===== src/rtl/viterbi_pkg.sv =====
`default_nettype none
// ============================================================================
//  Module : viterbi_pkg
//  Brief  : Shared code constants, state type and branch-symbol helpers for
//           the K=3, rate-1/2 (7,5 octal) hard-decision Viterbi decoder.
//  Rev    : 1.0  initial release
// ============================================================================
package viterbi_pkg;

    localparam int         K      = 3;
    localparam int         NSTATE = 4;
    localparam logic [2:0] G0     = 3'b111;
    localparam logic [2:0] G1     = 3'b101;

    // State {s1,s0}; s1 is the most recent past input bit
    typedef logic [1:0] state_t;

    // Code symbol {g0,g1} emitted when input u is applied in state s
    function automatic logic [1:0] branch_sym(state_t s, logic u);
        logic [2:0] w_reg;
        w_reg = {u, s};
        return {^(w_reg & G0), ^(w_reg & G1)};
    endfunction

    // Hamming distance between two 2-bit symbols (0..2)
    function automatic logic [1:0] hamming2(logic [1:0] a, logic [1:0] b);
        logic [1:0] w_x;
        w_x = a ^ b;
        return {w_x[1] & w_x[0], w_x[1] ^ w_x[0]};
    endfunction

endpackage
`default_nettype wire


===== src/rtl/viterbi_acs.sv =====
`default_nettype none
// ============================================================================
//  Module : viterbi_acs
//  Brief  : Add-compare-select for one trellis state. Adds each branch metric
//           to its predecessor metric with saturation and keeps the smaller;
//           ties go to the predecessor with s0 = 0.
//  Rev    : 1.0  initial release
// ============================================================================
module viterbi_acs #(
    parameter int PM_W = 6
) (
    input  logic [PM_W-1:0] i_pm0,   // metric of predecessor {p,0}
    input  logic [PM_W-1:0] i_pm1,   // metric of predecessor {p,1}
    input  logic [1:0]      i_bm0,   // branch metric from {p,0}
    input  logic [1:0]      i_bm1,   // branch metric from {p,1}
    output logic [PM_W-1:0] o_pm,    // surviving (saturated) metric
    output logic            o_dec    // 1 = predecessor {p,1} won
);

    logic [PM_W:0]   w_sum0;
    logic [PM_W:0]   w_sum1;
    logic [PM_W-1:0] w_c0;
    logic [PM_W-1:0] w_c1;

    // Saturating add of both candidates, then strict-less-than select
    always_comb begin
        w_sum0 = {1'b0, i_pm0} + {{(PM_W-1){1'b0}}, i_bm0};
        w_sum1 = {1'b0, i_pm1} + {{(PM_W-1){1'b0}}, i_bm1};
        w_c0   = w_sum0[PM_W] ? {PM_W{1'b1}} : w_sum0[PM_W-1:0];
        w_c1   = w_sum1[PM_W] ? {PM_W{1'b1}} : w_sum1[PM_W-1:0];
        o_dec  = (w_c1 < w_c0);
        o_pm   = o_dec ? w_c1 : w_c0;
    end

endmodule
`default_nettype wire


===== src/rtl/viterbi_decoder.sv =====
`default_nettype none
// ============================================================================
//  Module : viterbi_decoder
//  Brief  : Hard-decision Viterbi decoder, K=3 rate-1/2 (7,5) code, 4-state
//           ACS with register-exchange survivors. One decoded bit per accepted
//           symbol after a fixed TB_DEPTH-symbol decision delay.
//           Optional macro VITERBI_ERRCNT_EN adds the err_cnt_o counter of
//           corrected channel bits.
//  Rev    : 1.0  initial release
// ============================================================================
module viterbi_decoder
    import viterbi_pkg::*;
#(
    parameter int TB_DEPTH = 15,    // survivor length / decision delay, 5..32
    parameter int PM_W     = 6      // path-metric width
) (
    input  logic        clk,
    input  logic        rst,        // asynchronous, active low
    input  logic        enable_i,
    input  logic        valid_i,
    input  logic [1:0]  d_in,
    output logic        valid_o,
    output logic        d_out
`ifdef VITERBI_ERRCNT_EN
    ,
    output logic [15:0] err_cnt_o
`endif
);

    localparam int CNT_W = $clog2(TB_DEPTH + 1);

    logic [PM_W-1:0]     r_pm       [NSTATE];
    logic [TB_DEPTH-1:0] r_surv     [NSTATE];
    logic [CNT_W-1:0]    r_cnt;
    logic                r_valid;
    logic                r_dout;

    logic [PM_W-1:0]     w_pm_new   [NSTATE];
    logic [PM_W-1:0]     w_pm_norm  [NSTATE];
    logic [TB_DEPTH-1:0] w_surv_new [NSTATE];
    logic                w_dec      [NSTATE];
    logic [PM_W-1:0]     w_min;
    state_t              w_best;
    logic                w_acc;
    logic                w_full;

    assign w_acc   = enable_i & valid_i;
    assign w_full  = (r_cnt >= CNT_W'(TB_DEPTH - 1));
    assign valid_o = r_valid;
    assign d_out   = r_dout;

    // One ACS per next state {u,p}; predecessors are {p,0} and {p,1}
    for (genvar gi = 0; gi < NSTATE; gi++) begin : g_acs
        localparam int     C_P     = gi % 2;
        localparam int     C_U     = gi / 2;
        localparam state_t C_PRED0 = state_t'(2 * C_P);
        localparam state_t C_PRED1 = state_t'(2 * C_P + 1);
        localparam logic   C_UBIT  = (C_U != 0);

        logic [1:0] w_bm0;
        logic [1:0] w_bm1;

        assign w_bm0 = hamming2(d_in, branch_sym(C_PRED0, C_UBIT));
        assign w_bm1 = hamming2(d_in, branch_sym(C_PRED1, C_UBIT));

        viterbi_acs #(
            .PM_W (PM_W)
        ) u_acs (
            .i_pm0 (r_pm[C_PRED0]),
            .i_pm1 (r_pm[C_PRED1]),
            .i_bm0 (w_bm0),
            .i_bm1 (w_bm1),
            .o_pm  (w_pm_new[gi]),
            .o_dec (w_dec[gi])
        );

        // Survivor of the winning predecessor, shifted with this state's input bit
        assign w_surv_new[gi] = w_dec[gi]
                              ? {r_surv[C_PRED1][TB_DEPTH-2:0], C_UBIT}
                              : {r_surv[C_PRED0][TB_DEPTH-2:0], C_UBIT};
    end

    // Minimum new metric and the lowest-index state holding it
    always_comb begin
        w_min  = w_pm_new[0];
        w_best = state_t'(0);
        for (int i = 1; i < NSTATE; i++) begin
            if (w_pm_new[i] < w_min) begin
                w_min  = w_pm_new[i];
                w_best = state_t'(i);
            end
        end
        for (int i = 0; i < NSTATE; i++) begin
            w_pm_norm[i] = w_pm_new[i] - w_min;
        end
    end

    // Path metrics and survivors advance only on an accepted symbol
    always_ff @(posedge clk or negedge rst) begin
        if (!rst) begin
            for (int i = 0; i < NSTATE; i++) begin
                r_pm[i]   <= (i == 0) ? '0 : PM_W'(4);
                r_surv[i] <= '0;
            end
        end else if (w_acc) begin
            for (int i = 0; i < NSTATE; i++) begin
                r_pm[i]   <= w_pm_norm[i];
                r_surv[i] <= w_surv_new[i];
            end
        end
    end

    // Fill counter and registered output bit / valid strobe
    always_ff @(posedge clk or negedge rst) begin
        if (!rst) begin
            r_cnt   <= '0;
            r_valid <= 1'b0;
            r_dout  <= 1'b0;
        end else begin
            r_valid <= w_acc & w_full;
            if (w_acc) begin
                if (r_cnt != CNT_W'(TB_DEPTH)) begin
                    r_cnt <= r_cnt + 1'b1;
                end
                r_dout <= w_surv_new[w_best][TB_DEPTH-1];
            end
        end
    end

`ifdef VITERBI_ERRCNT_EN
    logic [15:0] r_err;
    logic [16:0] w_err_sum;

    assign w_err_sum = {1'b0, r_err} + 17'(w_min);
    assign err_cnt_o = r_err;

    // Accumulate errors absorbed by the best path, saturating at 16 bits
    always_ff @(posedge clk or negedge rst) begin
        if (!rst) begin
            r_err <= '0;
        end else if (w_acc) begin
            r_err <= w_err_sum[16] ? 16'hFFFF : w_err_sum[15:0];
        end
    end
`endif

endmodule
`default_nettype wire


===== config.mk =====
export PLATFORM = sky130hd
export DESIGN_NAME = viterbi_decoder
export DESIGN_NICKNAME = d
export VERILOG_FILES = /design/src/rtl/viterbi_pkg.sv /design/src/rtl/viterbi_acs.sv /design/src/rtl/viterbi_decoder.sv
export SDC_FILE = /design/constraint.sdc
export NUM_CORES = 1
export LEC_CHECK = 0
export ABC_AREA = 1
export CAP_MARGIN = 25
export CORE_MARGIN = 2
export CORE_UTILIZATION = 40
export DETAILED_ROUTE_END_ITERATION = 16
export HOLD_SLACK_MARGIN = 0.15
export PLACE_DENSITY = 0.57
export SETUP_SLACK_MARGIN = 0.1
export SYNTH_ARGS = -nofsm -noshare
export SYNTH_HDL_FRONTEND = slang
export SYNTH_SLANG_ARGS = --single-unit

===== constraint.sdc =====
create_clock -name clk -period 10.2 [get_ports clk]
set_input_delay 1.02 -clock clk [delete_from_list [all_inputs] [get_ports clk]]
set_output_delay 1.02 -clock clk [all_outputs]
set_load 0.05 [all_outputs]

## Word level (Yosys, flattened, before mapping)

Index checks and enable logic that the tools add are counted.
W data, S select, Z words.

| word-level totals | value |
|---|---|
| word-level logic and storage cells | 74 |
| bits of input ports | 6 |
| bits in registers | 86 |

| cells by class | value |
|---|---|
| add/sub/neg operators | 13 |
| multiplexer cells | 25 |
| bitwise logic cells | 14 |
| eq/ne operators | 1 |
| reductions and logical operators | 1 |
| magnitude comparators | 9 |

Operator list:

| cell | number |
|---|---|
| $mux W15 | 6 |
| $mux W6 | 15 |
| $add A6 B2 Y7 | 8 |
| $lt A6 B6 Y1 | 7 |
| $bmux W15 S2 | 1 |
| $sub A6 B6 Y6 | 4 |
| $and A1 B1 Y1 | 6 |
| $add A4 B1 Y4 const B | 1 |
| $ge A4 B4 Y1 const B | 1 |
| $mux W2 | 2 |
| $ne A4 B4 Y1 const B | 1 |
| $xor A1 B1 Y1 | 4 |
| $ge A3 B3 Y1 const B | 1 |
| $not A2 Y3 | 1 |
| $not A1 Y1 | 2 |
| $not A2 Y2 | 1 |
| $reduce_and A2 Y1 | 1 |
| $mux W1 | 1 |

## Logic depth before layout (Yosys ltp)

Gate-level depths: netlist (run 1).

| depth | value |
|---|---|
| depth after elaboration | 16 |
| depth in mapped cells | 60 |
| depth with buffers taken out | 57 |

## Modules after synthesis

A second synthesis (run 1) with hierarchy kept.

| unflattened totals | value |
|---|---|
| cells, all modules | 1128 |
| area total of the unflattened synthesis | 7568.5 µm² |

Modules (own cells, without submodules):

| module | cells each | sequential area each (µm²) | instances | area an instance (µm²) |
|---|---|---|---|---|
| viterbi_decoder | 711 | 2030.7 | 1 | 5198.7 |
| viterbi_acs at g_acs[1].u_acs ... | 104 | 0.0 | 3 | 593.1 |
| viterbi_acs at g_acs[0].u_acs | 105 | 0.0 | 1 | 590.6 |

## Least setup slack after synthesis (run 1)

OpenSTA, ideal clock, no wires.

| timing path | value |
|---|---|
| path kind | input to register |
| from | input d_in[0] |
| to | register r_pm[4] (netlist bit) |
| cell stages on the path | 50 |
| setup time | 0.082 ns |
| path buffers | 4 |
| path slack | 2.330 ns |
| data arrival time | 7.788 ns |
| cell sequence | inv_1 ha_1 ha_1 nand3_1 nand2_2 inv_1 nor2_1 nor3b_1 inv_1 ha_1 a21oi_1 a21boi_1 nand2_1 nand2_2 nand2_4 buf_6 o21ai_0 ha_1 [14 not listed] inv_1 ha_1 nand4_1 nand2_1 a21oi_4 nand2_8 buf_8 o21ai_0 ha_1 inv_1 ha_1 inv_1 nand2_1 nand2_1 nand3_1 nand2_1 nand2_1 a31oi_1 |

| between the ends | value |
|---|---|
| longest elaborated chain between the ends | 13 |
| elaborated cells on any way between the ends | 41 |
| those cells by class | 9 x add/sub; 7 x order compare; 15 x mux; 10 x bitwise |

Ends and longest elaborated chain:

| item | line | RTL |
|---|---|---|
| from (decl) | viterbi_decoder.sv:21 | `input logic [1:0] d_in,` |
| $not A1 Y1 (no line) / $not A2 Y2 (equally long branches) | - |  |
| $xor A1 B1 Y1 / $and A1 B1 Y1 (equally long branches) | viterbi_pkg.sv:29 | `return {w_x[1] & w_x[0], w_x[1] ^ w_x[0]};` |
| $add A6 B2 Y7 | viterbi_acs.sv:28 | `w_sum1 = {1'b0, i_pm1} + {{(PM_W-1){1'b0}}, i_bm1};` |
| $mux W6 | viterbi_acs.sv:30 | `w_c1 = w_sum1[PM_W] ? {PM_W{1'b1}} : w_sum1[PM_W-1:0];` |
| $lt A6 B6 Y1 | viterbi_acs.sv:31 | `o_dec = (w_c1 < w_c0);` |
| $mux W6 | viterbi_acs.sv:32 | `o_pm = o_dec ? w_c1 : w_c0;` |
| $lt A6 B6 Y1 | viterbi_decoder.sv:88 | `if (w_pm_new[i] < w_min) begin` |
| $mux W6 | viterbi_decoder.sv:88 |  |
| $lt A6 B6 Y1 | viterbi_decoder.sv:88 |  |
| $mux W6 | viterbi_decoder.sv:88 |  |
| $lt A6 B6 Y1 | viterbi_decoder.sv:88 |  |
| $mux W6 | viterbi_decoder.sv:88 |  |
| $sub A6 B6 Y6 * | viterbi_decoder.sv:94 | `w_pm_norm[i] = w_pm_new[i] - w_min;` |
| to (signal, indexed assignment) | viterbi_decoder.sv:102 | `r_pm[i] <= (i == 0) ? '0 : PM_W'(4);` |
| to (signal, indexed assignment) | viterbi_decoder.sv:107 | `r_pm[i] <= w_pm_norm[i];` |
| to (decl) | viterbi_decoder.sv:32 | `logic [PM_W-1:0] r_pm [NSTATE];` |

Every way passes the cells marked *; elsewhere a longest branch is shown, timed or not.
A chain may end at the register's enable or synchronous reset.

## Final worst setup path (run 1)

| timing path | value |
|---|---|
| from | input d_in[0] |
| to | register r_pm[5] (netlist bit) |

The elaborated chain is that of the path after synthesis.

==> results.yml, run 1 <==
status:
  outcome: "finished, final reports clean"
timing:
  hold_viol_final: 0
  min_period_ns: 9.27
  slew_violations: 0
  setup_viol: 0
  tightest_slew_ns: 0.849
  max_freq_mhz: 108
  finalCritPeriodShare: 0.909
  rsz0062_at_grt: "false"
  relSlewSlack: 0.428
  fin_tns_setup_ns: 0
  skew_ns: 0.00697
cts:
  htree_levels: 3
  clockRootBuffer: "clkbuf_16"
  cts_buffers: 9
  clock_sinks: 81
  hold_buffers: 0
  insertion_delay_ns: 0.35
  cts_setup_buffers: 0
  cts_tree: "built"
  cts-resized-gates: 0
  cts_buffer_depth: 2
  path_clk_slew_ns: 0.07
setup_path:
  crit_start: "d_in[0]"
  rr_endpoint: "r_pm[5]"
  r2r_setup_slack_ns: 2.24
  end_kind: "flop"
  cp.required_ns: 10.44
  r2r-start: "r_pm[13]"
  crit_buf_inv: 7
  crit_top_cell: "ha_1"
  cp_top_family: "simple AND/OR/NAND/NOR gates"
  max_stage_delay_ns: 0.56
  path_class: "in -> reg"
  cp-start-kind: "primary input"
  slowest_stage: "clkdlybuf4s50_1"
  crit_end: "r_pm[5]"
  r2r_cells: 43
  crit_fanout: 32
  cp_num_cells: 44
  crit_arrival_ns: 9.51
global_routing:
  use_met2: 0.335
  overflow: 0
  grt_pass1_wl_um: 32500
  busiest_layer: "met2"
  grt_use_total: 0.210
  grt_pass1_vias: 6354
  use_met1: 0.287
  grt_max_degree: 76
  grt_antenna_before_repair: 0
  gr-usage-met3: 0.0319
final_layout:
  nets: 1126
  final_layout_size_suffix_gt1_frac: 0.0986
  area_delta_synth_final_pct: 7.75
  fillers: 1853
  finalNonFillerCells: 1294
  fin_util: 0.436
  insertedDiodeCount: 0
synthesis:
  avgSynthCellArea_um2: 6.77
  synth_area_leader_cell: "dfrtp_1"
  seq_area_frac_synth: 0.282
  synth.top_cell.area_share: 0.271
  synthTopCellsByCount: "nand2_1, o21ai_0, inv_1"
  synth_area_um2: 7210
  syn_inst: 1066
  async_reset_ff_frac: 1.00
  yosysMostFrequentCell: "nand2_1"
  synth_cell_types: 49
  synth_seq_cells: 81
  dominantRegCellSynth: "dfrtp_1"
  synth-edff-count: 0
  synth.area.top_cells: "dfrtp_1, nand2_1, ha_1"
  ys_warn_count: 0
  synthesis.nets: 1132
drt:
  wl_per_cell_um: 15.1
  finalWirelength_um: 19500
  route.detailed.drc: 0
  via_per_inst: 5.21
  ant_nets: 0
  drt_iter0_drc: 461
  drtPass1Iterations: 5
  routed-via-count: 6746
floorplanning:
  die_area_um2: 19100
  ios: 8
  die_w_um: 138
  start_util: 0.404
  die_y_um: 138
  design.core.area_um2: 17800
  rows: 49
place:
  place_inst: 1278
  gp_congestion: 0.967
  io_buffers: 7
  dp_hpwl_um: 15100
min_path:
  hold_class: "reg -> reg"
run:
  max_cap_viol_count: 0
==> sequential cells by signal (all words and copies together) (netlist names) <==
| signal | count |
|---|---|
| r_surv | 51 |
| valid_o | 1 |
| r_cnt | 4 |
| d_out | 1 |
| r_pm | 24 |
==> worst min path at each step <==
stage              start  cells past startpoint         to
6_report       r_surv[0]                      1  r_surv[0]
5_1_grt        r_surv[0]                      1  r_surv[0]
4_1_cts        r_surv[0]                      1  r_surv[0]
3_5_place_dp   r_surv[0]                      1  r_surv[0]
3_3_place_gp   r_surv[0]                      1  r_surv[0]
2_1_floorplan  r_surv[0]                      1  r_surv[0]
==> cell families after synthesis <==
group / synth area share
and+or+nand+nor: 0.315
buffers and inverters: 0.101
AOI/OAI and AO/OA: 0.177
DFF: 0.282
xor gates and xnor gates: 0.0219
adders and majority gates: 0.104
==> routing by layer <==
metal  part of all wire  routed length (um)
met1               0.48                9280
met2               0.45                8740
met3              0.045                 878
met4              0.032                 618
met5                  0                   0
==> layout by cell type, fill, tap and decap left out, types with 7 or more instances in the layout <==
cell type and instances:
nand2_1 254, o21ai_0 148, inv_1 134, nor2_1 83
nand3_1 80, dfrtp_1 78, ha_1 60, a21oi_1 39
nand2_2 23, inv_2 16, nand3_2 12, o21ai_1 12
xor2_1 10, clkbuf_16 9, xnor2_1 8, buf_4 8
o21a_1 7, o21bai_1 7
==> stage by stage <==
step           cell area, um2  setup WS, ns  hold WS, ns
5_1_grt                  7770         0.104        0.519
2_1_floorplan            7210          2.33        0.440
3_5_place_dp             7460         0.635        0.463
4_1_cts                  7770         0.990        0.484
6_report                 7770         0.925        0.481
3_3_place_gp             7460         0.822        0.456
==> area by class of cell <==
cell class	count	area, um2	share of cell area
well taps	229	287	0.0369
clock buffers	9	225	0.0290
clock inverters	7	83.8	0.0108
multi-input cells	803	4460	0.574
inverters	151	568	0.0731
repair buffers	14	120	0.0155
flip-flops and latches	81	2030	0.261
Power of run 1 is not shown: default switching activity piles up to over one toggle a cycle in this logic, so the estimate is an artifact.
==> run 2: changes to the inputs <==
--- a/config.mk
+++ b/config.mk
@@ -5,7 +5,6 @@
 export SDC_FILE = /design/constraint.sdc
 export NUM_CORES = 1
 export LEC_CHECK = 0
-export ABC_AREA = 1
 export CAP_MARGIN = 25
 export CORE_MARGIN = 2
 export CORE_UTILIZATION = 40
==> results.yml, run 2 <==
setup_path:
  path_class: "in -> reg"
  crit_buf_inv: 8
  crit_fanout: 5
  crit_arrival_ns: 9.73
  end_kind: "flop"
  cp-start-kind: "primary input"
  cp_top_family: "adder cells"
  max_stage_delay_ns: 0.49
  crit_top_cell: "ha_1"
  slowest_stage: "clkdlybuf4s50_1"
  cp.required_ns: 10.40
timing:
  max_freq_mhz: 105
  min_period_ns: 9.54
  relSlewSlack: 0.372
  fin_ws_ns: 0.662
  finalCritPeriodShare: 0.935
  rsz0062_at_grt: "false"
  hold_viol_final: 0
  slew_violations: 0
  skew_ns: 0.00929
  tightest_slew_ns: 0.942
  setup_viol: 0
synthesis:
  seq_area_frac_synth: 0.269
  avgSynthCellArea_um2: 8.12
  synthesis.nets: 996
  synth_cell_types: 93
  synth_area_um2: 7550
  synth_area_leader_cell: "dfrtp_1"
  synthTopCellsByCount: "nand2_1, dfrtp_1, o21ai_0"
  synth-edff-count: 0
  synth.top_cell.area_share: 0.258
  async_reset_ff_frac: 1.00
  yosysMostFrequentCell: "nand2_1"
  dominantRegCellSynth: "dfrtp_1"
  synth_seq_cells: 81
  synth.area.top_cells: "dfrtp_1, ha_1, nand2_1"
  ys_warn_count: 0
  syn_inst: 930
floorplanning:
  die_area_um2: 20000
  rows: 50
  die_w_um: 141
  design.core.area_um2: 18600
  die_y_um: 141
  ios: 8
  start_util: 0.405
cts:
  clock_sinks: 81
  insertion_delay_ns: 0.35
  cts_buffer_depth: 2
  cts_tree: "built"
  htree_levels: 3
  cts_buffers: 9
  clockRootBuffer: "clkbuf_16"
  path_clk_slew_ns: 0.06
global_routing:
  grt_max_degree: 99
  grt_pass1_vias: 6281
  grt_use_total: 0.208
  overflow: 0
  grt_antenna_before_repair: 0
  grt_pass1_wl_um: 32900
final_layout:
  final_layout_size_suffix_gt1_frac: 0.155
  final_cell_area_um2: 8570
  area_delta_synth_final_pct: 13.5
  layout.cells.most_common: "nand2_1"
  fin_util: 0.460
  reg.largest.list: "r_surv x51, r_pm x24, r_cnt x4"
  regMostFlops: "r_surv"
  finalNonFillerCells: 1191
  mostFrequentLayoutCells: "nand2_1, dfrtp_1, o21ai_0"
  fillers: 1843
  nets: 1019
  largest_reg_flops: 51
  insertedDiodeCount: 0
run:
  max_cap_viol_count: 0
drt:
  wl_per_cell_um: 16.9
  drtPass1Iterations: 5
  via_per_inst: 5.61
  route.detailed.drc: 0
  finalWirelength_um: 20100
  drt_iter0_drc: 411
  ant_nets: 0
  routed-via-count: 6676
status:
  outcome: "finished, final reports clean"
place:
  gp_congestion: 0.892
  place_area_um2: 8100
  place_inst: 1171
  place_ws_ns: -0.124
  dp_hpwl_um: 15000
  io_buffers: 7
min_path:
  hold_class: "reg -> reg"
[run 2: cell count changes in the layout (fill, tap and decap cells not counted), sizes merged, moves of 27 or more]
cell,delta
nand2,-115
o21ai,-74
mux2i,+47
buf,+44
a31oi,+27
nand3,-75
inv,-112
[run 2: final cells by class]
type                       count  area [um2]  area share
timing repair buffer          58         478      0.0558
multi-input combinational    764        5320       0.621
clock inverter                 5        62.6     0.00730
clock buffer                  10         239      0.0279
tap                          234         293      0.0342
inverter                      39         146      0.0171
sequential                    81        2030       0.237
[run 2: through the flow]
step / setup TNS, ns / hold slack [ns]
6_report: 0 / 0.465
3_3_place_gp: -0.0331 / 0.449
2_1_floorplan: 0 / 0.435
4_1_cts: 0 / 0.471
3_5_place_dp: -0.325 / 0.455
5_1_grt: 0 / 0.494
[run 2: timing repair]
| item | CTS | global route |
|---|---|---|
| buffers inserted | 0 | 5 |
| gates resized for setup | 0 | 34 |
| endpoints found under the setup margin | 0 | 17 |
| hold buffers | 0 | 0 |
[run 2: logic make-up after synthesis]
kind of cell / after synthesis / synth area share
AND/OR/NAND/NOR: 339 / 0.204
AO/OA/AOI/OAI: 262 / 0.239
adder cells (fa/ha/maj): 67 / 0.109
multiplexers: 55 / 0.0785
XOR/XNOR: 41 / 0.0510
buffers and inverters: 85 / 0.0487
flip-flops: 81 / 0.269
[run 2: worst reg2reg max path, delay by kind of cell, from the launching register on]
| kind | cells | cell delay [ns] |
|---|---|---|
| fa+ha+maj | 8 | 1.76 |
| xor+xnor | 1 | 0.14 |
| compound gates | 16 | 2.78 |
| mux | 4 | 1.25 |
| simple gates | 9 | 1.59 |
| flops | 1 | 0.53 |
| buf+inv | 3 | 0.27 |
[run 2: path summary, 6_finish.rpt]
kind                            from    endpoint  slack (ns)  cells past startpoint
setup / recovery             d_in[0]    r_pm[16]        0.66                     50
hold / removal             r_surv[0]   r_surv[0]        0.47                      1
setup reg to reg            r_pm[13]    r_pm[16]        1.70                     41
hold reg to reg            r_surv[0]   r_surv[0]        0.47                      1
max in group asynchronous        rst  r_surv[40]        8.97                      2
min in group asynchronous        rst  r_surv[26]        0.60                      1
[run 2: layer usage]
layer	part of all wire	wire length [um]	track usage	up-vias
met5	0	0	0	-
met4	0.018	362	0.0637	0
met3	0.040	806	0.0273	24
met2	0.46	9170	0.336	139
met1	0.49	9770	0.291	3134
li1	-	-	-	3379
Power of run 2 is left out for the same reason.
